### src/rtl/aer_pkg.sv
// Shared types and constants for the AER receive path.
package aer_pkg;

  typedef enum logic [0:0] {
    RX_IDLE   = 1'b0,
    RX_ACK_HI = 1'b1
  } rx_state_e;

  localparam int AER_FIFO_DEPTH_DEFAULT = 4;

  // Address bus width given the MSB index of the pixel address.
  function automatic int aer_addr_width(input int image_size_bits);
    return image_size_bits + 1;
  endfunction

endpackage

### src/rtl/aer_event_fifo.sv
// Synchronous first-word-fall-through FIFO with occupancy count, full and empty.
module aer_event_fifo #(
  parameter int WIDTH    = 4,
  parameter int DEPTH    = 4,
  parameter int PTR_BITS = $clog2(DEPTH)
) (
  input  logic                CLK,
  input  logic                RST_N,
  input  logic                push,
  input  logic [WIDTH-1:0]    push_data,
  input  logic                pop,
  output logic [WIDTH-1:0]    head,
  output logic [PTR_BITS:0]   count,
  output logic                full,
  output logic                empty
);

  localparam logic [PTR_BITS-1:0] PTR_ONE   = PTR_BITS'(1);
  localparam logic [PTR_BITS:0]   CNT_ONE   = (PTR_BITS + 1)'(1);
  localparam logic [PTR_BITS:0]   CNT_DEPTH = (PTR_BITS + 1)'(DEPTH);

  logic [WIDTH-1:0]    mem [DEPTH];
  logic [PTR_BITS-1:0] wr_ptr;
  logic [PTR_BITS-1:0] rd_ptr;
  logic                do_push;
  logic                do_pop;

  // Full comes from the registered count, so a same-cycle pop never admits a push.
  assign full    = (count == CNT_DEPTH);
  assign empty   = (count == '0);
  assign do_push = push && !full;
  assign do_pop  = pop && !empty;
  assign head    = empty ? '0 : mem[rd_ptr];

  // NOTE: storage has no reset; the empty flag masks stale words, and a reset
  // network on every entry would cost flops for no functional gain.
  always_ff @(posedge CLK) begin
    if (do_push) mem[wr_ptr] <= push_data;
  end

  // NOTE: every sequential assignment is non-blocking so all flops update
  // from pre-edge values regardless of statement order.
  always_ff @(posedge CLK or negedge RST_N) begin
    if (!RST_N) begin
      wr_ptr <= '0;
      rd_ptr <= '0;
      count  <= '0;
    end else begin
      if (do_push) wr_ptr <= wr_ptr + PTR_ONE;
      if (do_pop)  rd_ptr <= rd_ptr + PTR_ONE;
      unique case ({do_push, do_pop})
        2'b10:   count <= count + CNT_ONE;
        2'b01:   count <= count - CNT_ONE;
        default: count <= count;
      endcase
    end
  end

endmodule

### src/rtl/aer_receiver.sv
// Receive side of the 4-phase AER REQ/ACK link; buffers events for the core.
// Optional AER_RX_ADDR_CHECK_EN: out-of-range addresses are acked, dropped and flagged on ADDR_ERR.
module aer_receiver
  import aer_pkg::*;
#(
  parameter int IMAGE_SIZE      = 5,
  parameter int IMAGE_SIZE_BITS = $clog2(IMAGE_SIZE),
  parameter int FIFO_DEPTH      = AER_FIFO_DEPTH_DEFAULT,
  parameter int FIFO_PTR_BITS   = $clog2(FIFO_DEPTH)
) (
  input  logic                     CLK,
  input  logic                     RST_N,
  input  logic [IMAGE_SIZE_BITS:0] AERIN_ADDR,
  input  logic                     AERIN_REQ,
  output logic                     AERIN_ACK,
  output logic [IMAGE_SIZE_BITS:0] EVENT_ADDR,
  output logic                     EVENT_VALID,
  input  logic                     EVENT_READY,
  output logic [FIFO_PTR_BITS:0]   FIFO_COUNT,
  output logic                     AERIN_RX_BUSY
`ifdef AER_RX_ADDR_CHECK_EN
  ,
  output logic                     ADDR_ERR
`endif
);

  localparam int ADDR_W = aer_addr_width(IMAGE_SIZE_BITS);

  rx_state_e state;
  rx_state_e state_next;
  logic      req_sync_int;
  logic      req_sync;
  logic      fifo_push;
  logic      fifo_full;
  logic      fifo_empty;
  logic      capture_ok;

`ifdef AER_RX_ADDR_CHECK_EN
  localparam logic [ADDR_W-1:0] IMAGE_SIZE_A = ADDR_W'(IMAGE_SIZE);
  logic addr_in_range;
  logic capture_err;

  assign addr_in_range = (AERIN_ADDR < IMAGE_SIZE_A);
  // Dropped addresses never touch the FIFO, so backpressure does not hold them off.
  assign capture_ok    = !fifo_full || !addr_in_range;
`else
  assign capture_ok    = !fifo_full;
`endif

  // Two-flop REQ synchroniser; ADDR is sampled raw because it settled long before REQ_sync.
  always_ff @(posedge CLK or negedge RST_N) begin
    if (!RST_N) begin
      req_sync_int <= 1'b0;
      req_sync     <= 1'b0;
    end else begin
      req_sync_int <= AERIN_REQ;
      req_sync     <= req_sync_int;
    end
  end

  // A reset mid-handshake may re-capture a still-high REQ: a duplicate event is accepted.
  always_ff @(posedge CLK or negedge RST_N) begin
    if (!RST_N) begin
      state <= RX_IDLE;
`ifdef AER_RX_ADDR_CHECK_EN
      ADDR_ERR <= 1'b0;
`endif
    end else begin
      state <= state_next;
`ifdef AER_RX_ADDR_CHECK_EN
      ADDR_ERR <= capture_err;
`endif
    end
  end

  // NOTE: each combinational output gets a default first, so no path through
  // the case can leave it unassigned and infer a latch.
  always_comb begin
    state_next = state;
    unique case (state)
      RX_IDLE:   if (req_sync && capture_ok) state_next = RX_ACK_HI;
      RX_ACK_HI: if (!req_sync)              state_next = RX_IDLE;
      default:   state_next = RX_IDLE;
    endcase
  end

  // ACK decodes a single state flop, so it is glitch-free and effectively registered.
  always_comb begin
    AERIN_ACK = 1'b0;
    fifo_push = 1'b0;
`ifdef AER_RX_ADDR_CHECK_EN
    capture_err = 1'b0;
`endif
    unique case (state)
      RX_IDLE: begin
`ifdef AER_RX_ADDR_CHECK_EN
        fifo_push   = req_sync && !fifo_full && addr_in_range;
        capture_err = req_sync && !addr_in_range;
`else
        fifo_push   = req_sync && !fifo_full;
`endif
      end
      RX_ACK_HI: AERIN_ACK = 1'b1;
      default:   AERIN_ACK = 1'b0;
    endcase
    AERIN_RX_BUSY = (state != RX_IDLE) || !fifo_empty;
  end

  aer_event_fifo #(
    .WIDTH    (ADDR_W),
    .DEPTH    (FIFO_DEPTH),
    .PTR_BITS (FIFO_PTR_BITS)
  ) u_event_fifo (
    .CLK       (CLK),
    .RST_N     (RST_N),
    .push      (fifo_push),
    .push_data (AERIN_ADDR),
    .pop       (EVENT_READY),
    .head      (EVENT_ADDR),
    .count     (FIFO_COUNT),
    .full      (fifo_full),
    .empty     (fifo_empty)
  );

  assign EVENT_VALID = !fifo_empty;

endmodule

### config.mk
export PLATFORM = sky130hd
export DESIGN_NAME = aer_receiver
export DESIGN_NICKNAME = d
export VERILOG_FILES = /design/src/rtl/aer_pkg.sv /design/src/rtl/aer_event_fifo.sv /design/src/rtl/aer_receiver.sv
export SDC_FILE = /design/constraint.sdc
export NUM_CORES = 1
export LEC_CHECK = 0
export CAP_MARGIN = 40
export CORE_MARGIN = 2
export CORE_UTILIZATION = 51
export CTS_CLUSTER_DIAMETER = 50
export DETAILED_ROUTE_END_ITERATION = 10
export PLACE_DENSITY = 0.83
export SYNTH_ARGS = -nofsm -noshare
export SYNTH_HDL_FRONTEND = slang
export SYNTH_SLANG_ARGS = --single-unit
export TNS_END_PERCENT = 1
### constraint.sdc
create_clock -name CLK -period 2.9 [get_ports CLK]
set_input_delay 0.58 -clock CLK [delete_from_list [all_inputs] [get_ports CLK]]
set_output_delay 0.58 -clock CLK [all_outputs]
set_load 0.005 [all_outputs]
==> results.txt, run 1 <==
The total power per unit cell area is 937 mW/mm², and the setup skew after layout is 1.49 ps. The run gives 0.157 as the global routing usage summed across all routing layers. Maximum VDD drop: 482 µV. Wires add up to 1580 µm. In this run, placement finished with an instance count of 111. In this run, post-CTS hold repair placed 0 buffers. The portion of synthesized cell area occupied by the leading cell type was 0.424. Detailed placement finished with a half-perimeter wire length of 1200 µm. The logs give 0.698 for the worst-case headroom to the max-slew limit and 2 for the maximum count of clock buffers along a single path. The tools report the final RePlAce weighted congestion as 0.806. By instance count, the leading cell after synthesis is edfxtp_1.

The repair_antennas step left the layout with diodes totalling 0. The clock reaches the later pin of the worst-skew pair after 320 ps. The logs give 4 for the iteration count of the initial detailed-routing pass and 2320 ps for the required time of the critical path.

Setup violations remaining at the end of the flow were counted as 0. The depth of the CTS H-tree is 1. The minimum period implied by the final worst setup slack was 2650 ps. In the synthesized netlist, the cells that appear most often are edfxtp_1, dfrtp_1, inv_1, and2_1, ha_1. The slowest cell on the critical path is or3_2.

The clock transition at the registers of the reported paths works out to 140 ps. The die covers 0.00262 mm². The synthesized flop and latch total works out to 26. The post-detailed-placement cell area was 0.00132 mm². Walking the worst path, the cells encountered are or3_2 > or2_2 > clkdlybuf4s50_1.

The run gives 0.645 as the proportion of synthesized chip area in sequential cells. The mean area per synthesized cell is 16.4 µm², and the quantity of gates resized following cts is 0. The tools report the wire length of the first global-routing pass as 2790 µm. The critical path capture point type was an output pin.

In this design, the stage delay of the slowest critical-path cell is 550 ps. Timing would allow up to 0.378 GHz. Setup repair after global routing left no endpoint under its margin. Along the worst path, the maximum fanout reaches 8.

The max-slew violation count is 0, and the post-route cell area is 0.00137 mm². The count of nets left with antenna violations once routing finished came out at 0. For the starting utilization of the core area, the log shows 0.528. By area the synthesized netlist is led by edfxtp_1, dfrtp_1, mux4_2.

Counting flops with a built-in enable in the synthesized netlist gives 16. The iteration-0 DRC count of the detailed router was 3; the synthesized instance count was 69. The width of the die came out at 51.1 µm.

Clock tree synthesis inserted a total of 3 buffers. Data arrives at the worst endpoint at 2070 ps. The final worst hold slack was 366 ps; the slew of the pin with the lowest slew margin was 452 ps. TritonCTS built the clock tree.

The number of nets handed over by synthesis was 83. The tools report the sort of element at the start of the critical path as a flop. The number of clock sinks seen by CTS is 26. The dominant register cell in the synthesized netlist was edfxtp_1.

The detailed router placed 568 vias in this run. The worst hold path belongs to the class reg2reg. The number of nets in the layout was 102; the Yosys warning count was 0. For the number of placed I/O pins, the log shows 18.

Clock tree synthesis selected as its root buffer the cell clkbuf_4. The run gives 0 as the count of maximum capacitance violations. Summed over all layers, the global routing overflow is 0. The critical path is of the reg2out type. The filler cells instantiated in the layout total 161.

Entering global routing, the biggest net connects 16 pins. After detailed routing, the number of vias per cell comes to 4.94. The combined area of all synthesized cells was 0.00113 mm². Measured along the y axis, the die boundary spans 51.1 µm. The post-route fraction of the period consumed by the critical path works out to 0.912. The area growth from synthesis to layout is 20.9%. The number of global-route vias before repair is 613, and the leakage power figure is 0.534 nW. The logs give 0 for the initial antenna violation count and 0.00215 mm² for the core area. Dividing the detail-routed wire length by the instance count gives 13.7 µm. The run finished with clean final reports. Excluding fillers, the count of instances in the completed layout stands at 115. After routing, the total negative slack on setup checks comes to 0 ps. The number of port buffers works out to 17.

The cell row count came out at 17. After clock tree synthesis, the setup repair step added 0 buffers. Number of distinct library cells after synthesis: 21. The post-synthesis cell type with the largest combined area was edfxtp_1. The share of final-layout standard cells stronger than drive strength 1 is 0.172, and the number of DRC violations after detailed routing is 0. For the hold violation count in the final report, the log shows 0.

The post-synthesis async set-or-reset flop share is 0.385.
==> path summary, 6_finish.rpt <==
kind	from	endpoint	slack [ps]	cells after the start
worst max-delay path	u_event_fifo.count[0]$_DFFE_PN0P_	AERIN_RX_BUSY	250	3
worst min-delay path	req_sync_int$_DFF_PN0_	req_sync$_DFF_PN0_	370	0
worst max register to register	u_event_fifo.count[0]$_DFFE_PN0P_	u_event_fifo.count[2]$_DFFE_PN0P_	670	9
worst min register to register	req_sync_int$_DFF_PN0_	req_sync$_DFF_PN0_	370	0
max in group asynchronous	RST_N	req_sync$_DFF_PN0_	2040	1
min in group asynchronous	RST_N	u_event_fifo.count[0]$_DFFE_PN0P_	550	1
==> final cells by class <==
cell class                 instances  area, µm²  share of cell area
tap                               28       35.0              0.0256
multi-input combinational         34        359               0.262
clock inverter                     1       30.0              0.0219
clock buffer                       3       22.5              0.0164
timing repair buffer              17        170               0.124
inverter                           6       22.5              0.0164
sequential                        26        731               0.533
==> cells in the final DEF, fill, tap and decap left out, types with 3 or more instances in the layout <==
| cell type | n |
|---|---|
| and2_1 | 5 |
| and2_2 | 4 |
| clkbuf_4 | 3 |
| clkdlybuf4s50_1 | 17 |
| dfrtp_1 | 10 |
| edfxtp_1 | 16 |
| ha_1 | 5 |
| inv_1 | 6 |
| mux4_2 | 4 |
| xnor2_1 | 3 |
| xor2_1 | 3 |
==> through the flow <==
step	utilization	setup WS, ps	power [mW]
2_1_floorplan	-	759	0.856
5_1_grt	0.638	144	1.38
3_3_place_gp	0.613	570	1.05
4_1_cts	0.638	226	1.30
6_report	0.638	255	1.28
3_5_place_dp	0.613	565	1.06
==> critical path: cells and delay by family, from the launching register on <==
family / cells / cell delay (ps)
buffers and inverters: 1 / 440
and+or+nand+nor: 2 / 850
DFF: 1 / 450
==> where the power goes <==
| part | leakage [nW] | total (mW) | switching, mW | internal [mW] |
|---|---|---|---|---|
| clock | 0.0279 | 0.248 | 0.108 | 0.140 |
| sequential | 0.262 | 0.562 | 0.0820 | 0.480 |
| combinational | 0.244 | 0.474 | 0.168 | 0.306 |
| total | 0.534 | 1.28 | 0.358 | 0.926 |
==> cells by family after synthesis <==
family	synth area share
AOI/OAI and AO/OA	0.00662
xor gates and xnor gates	0.0464
adders and majority gates	0.0728
buffers and inverters	0.0386
DFF	0.645
muxes	0.102
and+or+nand+nor	0.0894
==> flip-flops by register name, summed over array words and instances, names as in the netlist <==
signal / count
u_event_fifo.mem: 16
u_event_fifo.count: 3
u_event_fifo.rd_ptr: 2
u_event_fifo.wr_ptr: 2
req_sync: 1
req_sync_int: 1
state: 1
==> layer usage <==
metal,global-route usage,vias up,share of wire
met5,0,-,0
met4,0.0946,0,0.022
met3,0.0380,4,0.040
met2,0.251,12,0.49
met1,0.192,280,0.45
li1,-,272,-
(Power assumes the default switching activity.)
==> run 2, diff against run 1 <==
--- a/config.mk
+++ b/config.mk
@@ -6,7 +6,7 @@
 export NUM_CORES = 1
 export LEC_CHECK = 0
 export CAP_MARGIN = 40
-export CORE_MARGIN = 2
+export CORE_MARGIN = 5
 export CORE_UTILIZATION = 51
 export CTS_CLUSTER_DIAMETER = 50
 export DETAILED_ROUTE_END_ITERATION = 10
==> results.txt, run 2 (synthesis results as in run 1) <==
The number of placed I/O pins is 18 (unchanged). The starting utilization of the core area is 0.522 (-0.00517), and the number of global-route vias before repair is 615 (+0.33%). The register ranked first by flip-flop count is u_event_fifo.mem.

The wire length of the first global-routing pass is 2790 µm (unchanged). The largest registers in the layout are u_event_fifo.mem (16), u_event_fifo.count (3). The slowest cell on the critical path is or3_2. The run gives 0.619 (-0.0184) as the share of the core filled with cells.

The worst setup path is captured at an output pin. The height of the die is 57.1 µm (+12%). In this run the clock root is driven by a clkbuf_4. The data arrival at the endpoint of the critical path was 2090 ps (+20 ps); the cell total after placement was 111 (unchanged).

The number of port buffers is 17 (unchanged), and the slew of the pin with the lowest slew margin is 453 ps (+1.30 ps). The cell row count was 17 (unchanged). The number of antenna repair diodes was 0 (unchanged); the maximum VDD drop was 424 µV (-12%). The maximum frequency from static timing analysis is 0.375 GHz (-0.84%).

The run gives 0 (unchanged) as the final antenna-violating net count. The logs give 15 (-1) for the largest net degree at the start of global routing and 102 (unchanged) for the number of nets in the layout. Required time of the critical path: 2320 ps (about the same). The routed via count is 578 (+1.8%), and the clock network latency to the later pin of the worst-skew pair is 310 ps (about the same). In the layout the commonest cells are clkdlybuf4s50_1, edfxtp_1, dfrtp_1. The hold violation count in the final report was 0 (unchanged). Walking the worst path, the cells encountered are or3_2 > or2_2 > clkdlybuf4s50_1. Maximum count of clock buffers along a single path: 2 (unchanged).

The share of final-layout standard cells stronger than drive strength 1 was 0.161 (-0.0115); the final-layout setup total negative slack was 0 ps (unchanged). Setup repair after global routing left no endpoint under its margin. The logs give 0.00217 mm² (+0.99%) for the core area and 0 (unchanged) for the remaining global-route overflow.

The count of fill cells added during filler insertion is 185 (+15%). The quantity of gates resized following cts was 0 (unchanged); the post-placement worst setup slack was 548 ps (-16.1 ps). The most frequent standard cell in the layout excluding fill and tap cells was clkdlybuf4s50_1. From synthesis to final layout, the design area changed by 18.5%. The worst-path maximum fanout is 8 (unchanged), and the count of maximum capacitance violations is 0 (unchanged). The iteration count of the initial detailed-routing pass is 2 (-2).

The number of standard cells in the final layout excluding fillers is 115 (unchanged). The number of buffers inserted by post-CTS setup repair came out at 0 (unchanged). The number of buffers added by the clock tree synthesis step was 3 (unchanged). The least setup slack across all paths after layout is 232 ps (-22.3 ps), and the post-route fraction of the period consumed by the critical path is 0.920 (+0.00770).

The largest stage delay on the critical path works out to 570 ps (+20 ps). The tools report the final RePlAce weighted congestion as 0.691 (-14%). The width of the die was 57.1 µm (+12%); the max-slew violation count was 0 (unchanged).

STA classifies the critical path startpoint as a flop. Post-detailed-route wirelength per cell: 15.0 µm (+9.0%). The number of clock sinks seen by CTS was 26 (unchanged).

For the count of hold buffers inserted by post-cts repair, the log shows 0 (unchanged). The total power per unit cell area is 899 mW/mm² (-4.1%). The run gives 0 (unchanged) as the setup violation total in the final timing report. The logs give 0 (unchanged) for the initial antenna violation count and 0.697 (-0.000869) for the worst-case headroom to the max-slew limit. The clock transition at the registers of the reported paths is 130 ps (about the same), and the total die area is 0.00327 mm² (+25%). TritonCTS built the clock tree. The run gives 0.521 nW (-2.4%) as the leakage power figure. The setup skew after layout is 3.36 ps (+1.87 ps). The depth of the CTS H-tree came out at 1 (unchanged). Minimum period implied by the final worst setup slack: 2670 ps (+22.3 ps).

The tightest min-delay check is of the reg2reg type. The number of DRC violations after detailed routing was 0 (unchanged); the number of flip-flops under the largest register name was 16 (unchanged). The logs give 1720 µm (+9.0%) for the sum of routed wire length over all layers and 5 (+2) for the iteration-0 DRC count of the detailed router. The flow ran to the end, and the final reports show no timing, DRC or antenna violations. The detailed-route vias per instance is 5.03 (+1.8%).

Post-detailed-placement half-perimeter wirelength: 1290 µm (+7.7%). The global routing usage summed across all routing layers was 0.115 (-0.0419). The setup path with the least slack is of type reg2out.
run 2: changes by cell type in the layout (fill, tap and decap cells not counted), sizes merged:
cell    change
clkbuf      +1
bufinv      -1
run 2: path summary, 6_finish.rpt:
check	startpoint	endpoint	slack, ps	cells past startpoint
max	u_event_fifo.count[0]$_DFFE_PN0P_	AERIN_RX_BUSY	230	3
min	req_sync_int$_DFF_PN0_	req_sync$_DFF_PN0_	370	0
max reg2reg	u_event_fifo.count[0]$_DFFE_PN0P_	u_event_fifo.count[2]$_DFFE_PN0P_	610	9
min reg2reg	req_sync_int$_DFF_PN0_	req_sync$_DFF_PN0_	370	0
max in group asynchronous	RST_N	req_sync$_DFF_PN0_	2030	1
min in group asynchronous	RST_N	u_event_fifo.count[0]$_DFFE_PN0P_	570	1
run 2: cell type report:
type,count,area [µm²],area share
Tap cell,28,35.0,0.0261
Clock buffer,4,26.3,0.0196
Timing Repair Buffer,17,170,0.127
Multi-Input combinational cell,34,359,0.267
Sequential cell,26,731,0.544
Inverter,6,22.5,0.0168
run 2: stage by stage:
stage	hold slack, ps	instance area [µm²]	power (mW)
floorplan	284	1130	0.856
global placement	332	1320	1.05
detailed placement	338	1320	1.07
CTS	368	1340	1.22
global route	372	1340	1.29
finish	365	1340	1.21
run 2: where the power goes:
part / leakage, nW / total, mW / switching (mW) / internal, mW
Clock: 0.0150 / 0.154 / 0.100 / 0.0537
Combinational: 0.244 / 0.487 / 0.177 / 0.310
Sequential: 0.262 / 0.567 / 0.0871 / 0.480
Total: 0.521 / 1.21 / 0.365 / 0.843
run 2: critical path, delay by kind of cell, from the launching register on:
| family | cells | cell delay (ps) |
|---|---|---|
| buffers and inverters | 1 | 450 |
| DFF | 1 | 460 |
| and+or+nand+nor | 2 | 880 |
run 2: metal layers:
metal / wire (µm) / up-vias / global-route usage / share of wire
met5: 0 / - / 0 / 0
met4: 40 / 0 / 0.0728 / 0.023
met3: 67 / 4 / 0.0226 / 0.039
met2: 793 / 11 / 0.181 / 0.46
met1: 820 / 291 / 0.145 / 0.48
li1: - / 272 / - / -
